File: src/rtl/seven_seg_time_display.sv
`default_nettype none
// ============================================================================
// Module   : seven_seg_time_display
// Purpose  : Scanned 6-digit common-anode HH:MM:SS driver with frame snapshot.
// Revision : 1.0 - initial release
// ============================================================================
module seven_seg_time_display #(
  parameter int CLK_FREQ_HZ  = 50_000,
  parameter int SCAN_FREQ_HZ = 1_000,
  parameter int SEC_VALUE    = 60,
  parameter int MIN_VALUE    = 60,
  parameter int HOUR_VALUE   = 24,
  parameter int LZ_BLANK     = 0
) (
  input  logic                          clk,
  input  logic                          reset,
  input  logic [$clog2(SEC_VALUE)-1:0]  in_sec,
  input  logic [$clog2(MIN_VALUE)-1:0]  in_min,
  input  logic [$clog2(HOUR_VALUE)-1:0] in_hour,
  output logic [6:0]                    seg,
  output logic                          dp,
  output logic [5:0]                    an
);

  localparam int SEC_W  = $clog2(SEC_VALUE);
  localparam int MIN_W  = $clog2(MIN_VALUE);
  localparam int HOUR_W = $clog2(HOUR_VALUE);
  localparam int DIV    = CLK_FREQ_HZ / SCAN_FREQ_HZ;
  localparam int CNT_W  = $clog2(DIV);

  localparam logic [CNT_W-1:0] CNT_MAX    = CNT_W'(DIV - 1);
  localparam logic [2:0]       LAST_DIGIT = 3'd5;
  localparam logic [6:0]       SEG_BLANK  = 7'h7F;
  localparam logic [6:0]       SEG_DASH   = 7'h3F;
  localparam logic [5:0]       AN_OFF     = 6'h3F;

  function automatic logic [6:0] digit_seg(input logic [3:0] d);
    case (d)
      4'd0:    digit_seg = 7'h40;
      4'd1:    digit_seg = 7'h79;
      4'd2:    digit_seg = 7'h24;
      4'd3:    digit_seg = 7'h30;
      4'd4:    digit_seg = 7'h19;
      4'd5:    digit_seg = 7'h12;
      4'd6:    digit_seg = 7'h02;
      4'd7:    digit_seg = 7'h78;
      4'd8:    digit_seg = 7'h00;
      4'd9:    digit_seg = 7'h10;
      default: digit_seg = SEG_BLANK;
    endcase
  endfunction

  logic              started_q,   started_d;
  logic [CNT_W-1:0]  div_cnt_q,   div_cnt_d;
  logic [2:0]        digit_idx_q, digit_idx_d;
  logic [SEC_W-1:0]  snap_sec_q,  snap_sec_d;
  logic [MIN_W-1:0]  snap_min_q,  snap_min_d;
  logic [HOUR_W-1:0] snap_hour_q, snap_hour_d;
  logic [6:0]        seg_q,       seg_d;
  logic              dp_q,        dp_d;
  logic [5:0]        an_q,        an_d;

  logic              frame_start;
  logic [7:0]        field_val;
  logic              field_bad;
  logic [3:0]        field_tens;
  logic [3:0]        field_ones;
  logic [3:0]        field_digit;

  // Scan counters and snapshot. The first edge out of reset re-enters the
  // slot 0 blank cycle instead of advancing, so that edge is a frame start.
  always_comb begin
    started_d   = 1'b1;
    div_cnt_d   = div_cnt_q;
    digit_idx_d = digit_idx_q;
    if (!started_q) begin
      div_cnt_d   = '0;
      digit_idx_d = '0;
    end else if (div_cnt_q == CNT_MAX) begin
      div_cnt_d   = '0;
      digit_idx_d = (digit_idx_q == LAST_DIGIT) ? 3'd0 : digit_idx_q + 3'd1;
    end else begin
      div_cnt_d   = div_cnt_q + 1'b1;
    end

    frame_start = (div_cnt_d == '0) && (digit_idx_d == 3'd0);
    snap_sec_d  = frame_start ? in_sec  : snap_sec_q;
    snap_min_d  = frame_start ? in_min  : snap_min_q;
    snap_hour_d = frame_start ? in_hour : snap_hour_q;
  end

  // Output decode works on next-state values so the registered outputs line
  // up with the counter registers.
  always_comb begin
    field_val = '0;
    field_bad = 1'b0;
    case (digit_idx_d)
      3'd0, 3'd1: begin
        field_val = 8'(snap_sec_d);
        field_bad = 32'(snap_sec_d) >= 32'(SEC_VALUE);
      end
      3'd2, 3'd3: begin
        field_val = 8'(snap_min_d);
        field_bad = 32'(snap_min_d) >= 32'(MIN_VALUE);
      end
      default: begin
        field_val = 8'(snap_hour_d);
        field_bad = 32'(snap_hour_d) >= 32'(HOUR_VALUE);
      end
    endcase
    field_tens  = 4'(field_val / 8'd10);
    field_ones  = 4'(field_val % 8'd10);
    field_digit = digit_idx_d[0] ? field_tens : field_ones;

    seg_d = SEG_BLANK;
    dp_d  = 1'b1;
    an_d  = AN_OFF;
    if (div_cnt_d != '0) begin
      an_d = AN_OFF & ~(6'b000001 << digit_idx_d);
      if (field_bad) begin
        seg_d = SEG_DASH;
      end else if ((LZ_BLANK != 0) && (digit_idx_d == LAST_DIGIT) && (field_tens == 4'd0)) begin
        seg_d = SEG_BLANK;
      end else begin
        seg_d = digit_seg(field_digit);
      end
      if ((digit_idx_d == 3'd2) || (digit_idx_d == 3'd4)) begin
        dp_d = snap_sec_d[0];
      end
    end
  end

  always_ff @(posedge clk) begin
    if (!reset) begin
      started_q   <= 1'b0;
      div_cnt_q   <= '0;
      digit_idx_q <= '0;
      snap_sec_q  <= '0;
      snap_min_q  <= '0;
      snap_hour_q <= '0;
      seg_q       <= SEG_BLANK;
      dp_q        <= 1'b1;
      an_q        <= AN_OFF;
    end else begin
      started_q   <= started_d;
      div_cnt_q   <= div_cnt_d;
      digit_idx_q <= digit_idx_d;
      snap_sec_q  <= snap_sec_d;
      snap_min_q  <= snap_min_d;
      snap_hour_q <= snap_hour_d;
      seg_q       <= seg_d;
      dp_q        <= dp_d;
      an_q        <= an_d;
    end
  end

  assign seg = seg_q;
  assign dp  = dp_q;
  assign an  = an_q;

endmodule
`default_nettype wire

File: config.mk
export PLATFORM = sky130hd
export DESIGN_NAME = seven_seg_time_display
export DESIGN_NICKNAME = d
export VERILOG_FILES = /design/src/rtl/seven_seg_time_display.sv
export SDC_FILE = /design/constraint.sdc
export NUM_CORES = 1
export LEC_CHECK = 0
export BUFFER_PORTS_ARGS = -buffer_cell sky130_fd_sc_hd__clkbuf_2
export CAP_MARGIN = 10
export CORE_ASPECT_RATIO = 1.5
export CORE_UTILIZATION = 35
export CTS_CLUSTER_DIAMETER = 100
export CTS_CLUSTER_SIZE = 8
export DETAILED_ROUTE_END_ITERATION = 8
export GPL_TIMING_DRIVEN = 0
export PLACE_DENSITY = 0.52
export SLEW_MARGIN = 0
export SYNTH_ARGS = -nofsm -noshare
export SYNTH_HDL_FRONTEND = slang
export SYNTH_SLANG_ARGS = --single-unit
File: constraint.sdc
create_clock -name clk -period 15 [get_ports clk]
set_clock_uncertainty 0.2 [all_clocks]
set_input_delay 0.75 -clock clk [delete_from_list [all_inputs] [get_ports clk]]
set_output_delay 0.75 -clock clk [all_outputs]
set_load 0.01 [all_outputs]
==> Yosys cells after proc, flatten, opt, wreduce, memory -nomap -nowiden <==
Memory sizes are Yosys's and may differ from the RTL's.
Cells that the tools add are included.
{ "word_totals": {"regBits": 41, "latch_bits": 0, "mem_bits_rw": 0, "mem_bits_ro": 112, "output_inout_bits": 14, "wordCells": 51, "mem_count": 1} }
{ "classes": {"addsub": 2, "mul": 0, "div": 2, "magnitude_cmp": 3, "eq_ne": 6, "n_shift": 1, "n_mux": 13, "bitwise": 3, "reduce_logical": 10} }
{ "mem_list": {"columns": ["memory", "words", "width", "read_ports", "rd_clocked_by_memory_dff", "wr", "line", "text"], "rows": [
  ["(no name shown)", 16, 7, 1, 0, 0, "38", "case (d)"]
]} }
{ "op_table": {"columns": ["cell", "count"], "rows": [
  ["2-to-1 mux 6 bit", 4],
  ["greater-or-equal comparator 6 bit, second input constant", 2],
  ["one-hot mux 6 bit (2 select lines)", 1],
  ["2-to-1 mux 3 bit", 3],
  ["divider 8 x 4 -> 8 bit, second input constant", 1],
  ["modulo 8 x 4 -> 8 bit, second input constant", 1],
  ["2-to-1 mux 7 bit", 1],
  ["adder 6 x 1 -> 6 bit, second input constant", 1],
  ["== test 3 x 2 -> 1 bit, second input constant", 2],
  ["== test 3 bit, second input constant", 2],
  ["== test 6 bit, second input constant", 1],
  ["logical NOT 6 bit", 1],
  ["NOT 6 bit", 1],
  ["nonzero test 6 bit", 1],
  ["left shift 1 x 3 -> 6 bit, first input constant", 1],
  ["greater-or-equal comparator 5 bit, second input constant", 1],
  ["2-to-1 mux 5 bit", 1],
  ["2-to-1 mux 4 bit", 1],
  ["OR reduction 2 bit", 2],
  ["adder 3 x 1 -> 3 bit, second input constant", 1],
  ["== test 3 x 1 -> 1 bit, second input constant", 1],
  ["logical NOT 3 bit", 1],
  ["AND reduction 3 bit", 1],
  ["OR reduction 3 bit", 1],
  ["other kinds (6)", 7]
]} }

==> Depth between registers and ports, before layout <==
Gate-level depths: netlist (run 1).
An unclocked memory read counts as a cell.
{ "logic_depth": {"word_depth": 12, "mapped_depth": 23, "mapped_depth_nobuf": 21} }

==> Worst setup path after synthesis (run 1) <==
Ideal clock, no wire load.
{ "synth_timing": {"path_type": "register to register", "start": "register div_cnt_q[1]", "end": "register seg_q[6] (netlist: seg[6])", "t_arrival_ns": 4.476, "setup_slack_ns": 10.198, "stages_incl_launch_ff": 24, "n_path_buf": 2, "synth_period_minus_slack_ns": 4.802, "path_cell_list": "dfxtp_1 inv_1 ha_1 and3b_2 buf_6 a21boi_2 nor2_2 or4b_1 and3b_1 buf_4 inv_2 ha_1 inv_1 nor3_1 a32o_1 o21a_2 nor3_4 xnor2_1 o21ai_2 inv_1 ha_1 mux2_2 a221oi_1 o31ai_2"} }
{ "synth_via": {"elab_chain_len": 11, "elab_cells_between_ends": 29, "classes_between": "add/sub (1); div (2); order compare (3); eq/ne (4); mux (11); reduce/logical (7); memory (1)"} }
{ "synth_rtl": {"columns": ["item", "line", "text"], "rows": [
  ["start: declaration", "54", "logic [CNT_W-1:0] div_cnt_q, div_cnt_d;"],
  ["start signal: assignment", "146", "div_cnt_q <= div_cnt_d;"],
  ["adder 6 x 1 -> 6 bit or == test 6 bit (tied branches)", "83, 79", null],
  ["2-to-1 mux 6 bit or 2-to-1 mux 3 bit (tied branches)", "79", "end else if (div_cnt_q == CNT_MAX) begin"],
  ["2-to-1 mux 6 bit or 2-to-1 mux 3 bit (tied branches)", "76", "if (!started_q) begin"],
  ["logical NOT 6 bit or logical NOT 3 bit (tied branches)", "86, 97", null],
  ["logical AND 1 bit", "86", "frame_start = (div_cnt_d == '0) && (digit_idx_d == 3'd0);"],
  ["2-to-1 mux 5 bit, or another cell as far along", "89", "snap_hour_d = frame_start ? in_hour : snap_hour_q;"],
  ["one-hot mux 6 bit (2 select lines)", "97", "case (digit_idx_d)"],
  ["modulo 8 x 4 -> 8 bit or divider 8 x 4 -> 8 bit (tied branches)", "112, 111", null],
  ["2-to-1 mux 4 bit", "113", "field_digit = digit_idx_d[0] ? field_tens : field_ones;"],
  ["memory read (16 x 7 bit)", null, null],
  ["2-to-1 mux 7 bit", "120", "if (field_bad) begin"],
  ["end signal: assignment", "151", "seg_q <= seg_d;"],
  ["end: declaration", "59", "logic [6:0] seg_q, seg_d;"]
]} }
Parallel ways exist; a longest one is shown, timed or not.
A chain may end at the register's enable or synchronous reset.

==> Final worst setup path (run 1) <==
Same ends and word-level chain as after synthesis.

==> metrics.md, run 1 <==
| Metric | Value |
|---|---|
| Sequential share of the synthesized area | 0.292 |
| Largest fanout on the critical path | 10 |
| Setup bufs post-CTS | 0 |
| Commonest non-fill, non-tap cell in the layout | nand2_1 |
| Number of clock sinks | 41 |
| Hold Crit Class | flip-flop to flip-flop |
| Met3 Track Usage GR | 0.0271 |
| GRT Util Overall | 0.185 |
| Final Cycle Share | 0.362 |
| RSZ-0062 raised after global routing | false |
| Synth warn | 0 |
| Slowest-stage cell, CP | or4b_1 |
| CP max stage delay | a little over 0.5 ns |
| VDD IR max | roughly 0.049 mV |
| Worst Path Arrival | approximately 5.4 ns |
| Mapped Avg Cell Area | between 8 and 9 um^2 |
| PostCTS Resize Cnt | 0 |
| Lkg Pwr | 1.32 nW |
| Htree depth | 2 |
| Most frequent cells in the layout | nand2_1, dfxtp_1, clkbuf_2 |
| GP Congestion | approximately 0.85 |
| Fill cell count | 845 |
| CP delay by family, top | simple AND/OR/NAND/NOR gates |
| CP Buf/Inv Count | 5 |
| Max-cap violations | 0 |
| Status | finished clean |
| CTS Buf Count | 5 |
| Core ar. | 7710 um^2 |
| Clock Pin Slew Worst Setup and Hold Paths | ~0.06 ns |
| Setup CP Type | flip-flop to flip-flop |
| Syn_nets | 360 |
| PwrDens | approximately 100 nW/um^2 |
| Yosys reg bits | roughly 40 |
| Worst Tran Pin Value | 0.600 ns |
| DIE AREA | ~8400 um^2 |
| M2 GR Usage | 0.338 |
| DR iter-0 viols | around 120 |
| # nets final | between 300 and 400 |
| Row count | 39 |
| Ys async rst share | 0 |
| Number of remaining DRC errors | 0 |
| Layout cell share with drive strength beyond 1 | 0.237 |
| Die width | 75.2 um |
| Hold path cells | 2 |
| DR WL/cell | about 15 um |
| DRT Wirelength | 7.26 mm |
| Instance count on the critical path | 22 |
| First-pass GRT wire length | approximately 12 mm |
| Global route overflow | 0 |
| Primary FF master, synth | dfxtp_1 |
| Nature of the critical path endpoint | flip-flop |
| Highest achievable clock rate | between 0.15 and 0.2 GHz |
| Flop2flop setup slack | 9.56 ns |
| Final Non-Filler Cells | approximately 470 |
| Largest net degree at the start of global routing | 13 |
| CTS Buffer Depth | 2 |
| # IOs | 33 |
| Clock Latency Late Sink | about 0.28 ns |
| Cells after Synth | 332 |
| Synthesized area | between 2000 and 3000 um^2 |
| Die height | ~110 um |
| ANT nets after route | 0 |
| Initial Util | 0.365 |
| Vias/cell | roughly 5.4 |
| Synth unique cells | 82 |
| Vias | 2567 |
| Hold bufs inserted after CTS | 0 |
| Final Hold Viols | 0 |
| Final Slew Violations | 0 |
| PortBufs | 32 |
| Slew Limit Headroom | 0.600 |
| DP Wirelength | roughly 5.7 mm |
| Met1 GRT Util | 0.199 |
| Final setup viols | 0 |
| Setup slack after layout | between 9 and 10 ns |
| Critical Path RT | 14.96 ns |
| Worst reg2reg path depth | 22 |
| Critical Path Source Type | flip-flop |
| Setup TNS | 0 ns |
| DP Worst Slack | approximately 9.6 ns |
| Cells after DPL | ~470 |
| Initial antenna violation count | 0 |
| CTS tree | built |
| CP cell instances | inv_1 -> ha_1 -> and3b_2 -> buf_6 -> a21boi_2 -> nor2_2 -> or4b_1 -> nand3b_1 -> inv_2 -> ha_1 -> inv_1 -> nor3_1 -> a32o_1 -> o21a_2 -> nor3_4 -> xnor2_1 -> o21ai_2 -> inv_1 -> ha_1 -> mux2_2 -> a221oi_1 -> o31ai_2 |
| Initial DRT Pass Iterations | 5 |
| Root buffer cell | clkbuf_16 |
| Layout area overhead | 15.4% |
| Gr busiest metal | met2 |
| Number of synthesized flops with an enable pin | 0 |
| Antenna Cells | 0 |
| Min Tclk post-route | approximately 5.4 ns |
| Number of global-route vias before repair | 2577 |
worst min-delay path: cells and delay by family (launching register included):
| family | cells | cell delay, ns |
|---|---|---|
| AOI/OAI and AO/OA | 1 | 0.06 |
| DFF | 1 | 0.31 |
| and+or+nand+nor | 1 | 0.05 |
state kept, by name, summed over array words and instances (netlist names):
| signal | count |
|---|---|
| an | 6 |
| digit_idx_q | 3 |
| snap_hour_q | 5 |
| seg | 7 |
| div_cnt_q | 6 |
| dp | 1 |
| started_q | 1 |
| snap_sec_q | 6 |
| snap_min_q | 6 |
routing by layer:
layer / vias to the layer above / routed length, um
li1: 1289 / -
met1: 1224 / 2940
met2: 37 / 3880
met3: 17 / 156
met4: 0 / 277
met5: - / 0
Yosys cell counts, types with 2 or more instances:
cell	number	area (um^2)
xor2_1	4	35.0
o21ai_0	8	40.0
a21oi_2	2	17.5
nor4_1	4	25.0
o211ai_1	6	45.0
a211o_1	2	17.5
nor2b_1	5	31.3
buf_4	3	22.5
inv_1	15	56.3
nor2_1	25	93.8
nand2_1	47	176
inv_2	2	7.51
o221a_2	3	33.8
o22ai_1	2	12.5
dfxtp_1	41	821
nand4_1	5	31.3
and3_1	2	12.5
a21oi_1	10	50.1
nor3_1	2	10.0
buf_2	3	15.0
a31oi_1	4	25.0
a21boi_0	12	90.1
o211a_1	3	30.0
xnor2_1	5	43.8
clkbuf_1	6	22.5
ha_1	9	113
nor2_2	2	12.5
and2_1	5	31.3
a31oi_2	2	25.0
a22oi_1	2	15.0
or4b_1	2	20.0
o21ai_1	6	30.0
a31o_2	2	17.5
a211oi_1	5	37.5
mux2i_1	4	40.0
o21ai_2	2	17.5
nand3_1	10	50.1
nand2b_1	5	31.3
mux2_2	3	33.8
buf_6	4	45.0
a32o_1	2	20.0
nand3b_4	2	40.0
and3b_1	2	17.5
o21a_1	2	15.0
a311oi_1	3	26.3
power by group:
group	leakage (nW)	total (mW)	switching, mW	internal (mW)
combinational	0.914	0.0960	0.0550	0.0410
clock	0.0690	0.110	0.0446	0.0653
sequential	0.336	0.119	0.00368	0.115
layout make-up:
cell class                      count  area (um^2)  area share
Multi-Input combinational cell    258         1830       0.562
Sequential cell                    41          821       0.253
Timing Repair Buffer               32          160      0.0493
Clock buffer                        6          139      0.0427
Tap cell                          102          128      0.0393
Buffer                             16          105      0.0323
Inverter                           17         63.8      0.0196
Clock inverter                      1         7.51     0.00231
metrics by stage:
step | power [mW] | instance area (um^2) | utilization | hold WS (ns)
floorplan | 0.195 | 2820 | - | 0.241
global placement | 0.217 | 3100 | 0.402 | 0.254
detailed placement | 0.217 | 3100 | 0.402 | 0.258
CTS | 0.328 | 3250 | 0.421 | 0.267
global route | 0.343 | 3250 | 0.421 | 0.311
finish | 0.325 | 3250 | 0.421 | 0.264
worst paths after layout:
path	startpoint	endpoint
max	div_cnt_q[1]	seg[6]
min	snap_hour_q[2]	snap_hour_q[2]
min reg2reg	snap_hour_q[2]	snap_hour_q[2]
max reg2reg	div_cnt_q[1]	seg[6]
logic make-up (layout without fill, tap and decap cells):
group / Yosys count / in the layout / share of synthesized area
compound gates: 101 / 101 / 0.296
xor+xnor: 9 / 9 / 0.0280
fa+ha+maj: 9 / 9 / 0.0400
buf+inv: 33 / 72 / 0.0600
flops: 41 / 41 / 0.292
mux: 8 / 8 / 0.0316
simple gates: 131 / 131 / 0.253
(Power assumes the default switching activity.)
==> run 2, diff against run 1 <==
- clock period: 15 -> 5.7 ns (I/O delays scaled with it)
==> metrics.md, run 2 (synthesized netlist as in run 1, its figures left out) <==
| Metric | Value |
|---|---|
| DIE AREA | 8410 um^2 (unchanged) |
| DP Wirelength | 5.70 mm (unchanged) |
| Core ar. | 7710 um^2 (unchanged) |
| Layout area overhead | 17.1% |
| # IOs | 33 (unchanged) |
| Fin area | 3300 um^2 (+1.5%) |
| Lkg Pwr | 1.34 nW (+1.8%) |
| Final Slew Violations | 0 (unchanged) |
| Die width | 75.2 um (unchanged) |
| Min Tclk post-route | 5.33 ns (-0.109 ns) |
| Die height | 112 um (unchanged) |
| Final Hold Viols | 0 (unchanged) |
| Highest achievable clock rate | 0.188 GHz (+2.1%) |
| Max-cap violations | 0 (unchanged) |
| Flop2flop setup slack | 0.37 ns (-9.19 ns) |
| Setup CP Type | flip-flop to flip-flop |
| Most frequent cells in the layout | nand2_1, dfxtp_1, clkbuf_2 |
| Commonest non-fill, non-tap cell in the layout | nand2_1 |
| Vias | 2584 (+0.66%) |
| VDD IR max | 0.127 mV (+160%) |
| CTS Buf Count | 5 (unchanged) |
| Reg2Reg Launch Point | div_cnt_q[1] |
| # nets final | 404 (+1.3%) |
| Critical Path RT | 5.66 ns (-9.30 ns) |
| Initial DRT Pass Iterations | 5 (unchanged) |
| Status | finished clean |
| Final setup viols | 0 (unchanged) |
| Initial antenna violation count | 0 (unchanged) |
| Total Power | 0.862 mW (+170%) |
| Clock Latency Late Sink | 0.28 ns (about the same) |
| CTS tree | built |
| Final Cycle Share | 0.934 (+0.572) |
| PwrDens | 262 nW/um^2 (+160%) |
| ANT nets after route | 0 (unchanged) |
| Max reg flops | 7 (unchanged) |
| Layout cell share with drive strength beyond 1 | 0.245 (+0.00748) |
| PortBufs | 32 (unchanged) |
| Number of clock sinks | 41 (unchanged) |
| Worst Tran Pin Value | 0.586 ns (-0.0142 ns) |
| Initial Util | 0.365 (unchanged) |
| Clock Pin Slew Worst Setup and Hold Paths | 0.06 ns (about the same) |
| Fill cell count | 843 (-0.24%) |
| Largest net degree at the start of global routing | 13 (unchanged) |
| GRT Util Overall | 0.185 (unchanged) |
| DP Area | 3100 um^2 (unchanged) |
| Row count | 39 (unchanged) |
| Worst reg2reg path depth | 22 (unchanged) |
| Antenna Cells | 0 (unchanged) |
| DRT Wirelength | 7.28 mm (+0.26%) |
| Root buffer cell | clkbuf_16 |
| Worst Setup EP | seg[6] |
| CTS Buffer Depth | 2 (unchanged) |
| Reg2reg end | seg[6] |
| DR iter-0 viols | 129 (+9.3%) |
| Crit path launch | div_cnt_q[1] |
| Critical Path Source Type | flip-flop |
| Number of remaining DRC errors | 0 (unchanged) |
| Setup TNS | 0 ns (unchanged) |
| Nature of the critical path endpoint | flip-flop |
| Largest fanout on the critical path | 10 (unchanged) |
| Hold Crit Class | input port to flip-flop |
| DR WL/cell | 15.2 um (-0.79%) |
| Global route overflow | 0 (unchanged) |
| Worst Path Arrival | 5.28 ns (-0.12 ns) |
| Htree depth | 2 (unchanged) |
| Vias/cell | 5.41 (-0.39%) |
| RSZ-0062 raised after global routing | false |
| Number of global-route vias before repair | 2577 (unchanged) |
| Hold slack | 0.0448 ns (-0.220 ns) |
| GP Congestion | 0.848 (unchanged) |
| DP Worst Slack | 0.323 ns (-9.30 ns) |
| First-pass GRT wire length | 12.0 mm (unchanged) |
| Slew Limit Headroom | 0.608 (+0.00766) |
| Setup slack after layout | 0.374 ns (-9.19 ns) |
## run 2: cell types whose count changed in the layout (fill, tap and decap cells not counted), sizes merged
cell	delta
buf	+4
dlygate4sd3	+1
## run 2: repair_timing
item,in CTS,in global routing
resized for setup,0,1
hold buffers,1,0
buffers inserted,0,4
hold endpoints to repair,1,0
setup endpoints to repair,0,1
## run 2: critical path, stage by stage, from the launching register on
cell and delay, ns:
dfxtp_1 0.41, inv_1 0.06, ha_1 0.22, and3b_2 0.21
buf_6 0.13, a21boi_2 0.19, nor2_2 0.11, or4b_1 0.51
nand3b_1 0.21, inv_2 0.14, ha_1 0.39, inv_1 0.13
nor3_1 0.07, a32o_1 0.25, o21a_2 0.24, nor3_4 0.32
xnor2_1 0.13, o21ai_2 0.22, inv_1 0.10, ha_1 0.26
mux2_2 0.28, a221oi_1 0.31, o31ai_2 0.09
## run 2: through the flow
stage / utilization / cells
5_1_grt: 0.428 / 478
4_1_cts: 0.423 / 474
3_3_place_gp: 0.402 / 466
6_report: 0.428 / 478
3_5_place_dp: 0.402 / 466
2_1_floorplan: - / 332
## run 2: routing by layer
layer  track usage  vias to the layer above  share of wire
li1              -                     1298              -
met1         0.199                     1228           0.40
met2         0.338                       44           0.54
met3        0.0271                       14          0.027
met4        0.0901                        0          0.029
met5             0                        -              0
## run 2: cell type report
cell class | count | area (um^2) | share of cell area
Timing Repair Buffer | 37 | 200 | 0.0607
Buffer | 16 | 105 | 0.0319
Sequential cell | 41 | 821 | 0.249
Clock inverter | 1 | 7.51 | 0.00228
Multi-Input combinational cell | 258 | 1830 | 0.556
Tap cell | 102 | 128 | 0.0387
Clock buffer | 6 | 139 | 0.0421
Inverter | 17 | 63.8 | 0.0194
## run 2: worst min path at each step
| stage | end | from | slack, ns | cells after the start |
|---|---|---|---|---|
| 6_report | snap_hour_q[4] | in_hour[4] | 0.04 | 3 |
| 5_1_grt | snap_hour_q[4] | in_hour[4] | 0.06 | 3 |
| 4_1_cts | snap_hour_q[3] | in_hour[3] | 0.05 | 3 |
| 3_5_place_dp | started_q | reset | 0.23 | 1 |
| 3_3_place_gp | started_q | reset | 0.23 | 1 |
| 2_1_floorplan | started_q | reset | 0.11 | 0 |
## run 2: where the power goes
part	internal, mW	switching (mW)
registers	0.304	0.00973
clock network	0.172	0.115
logic	0.115	0.146
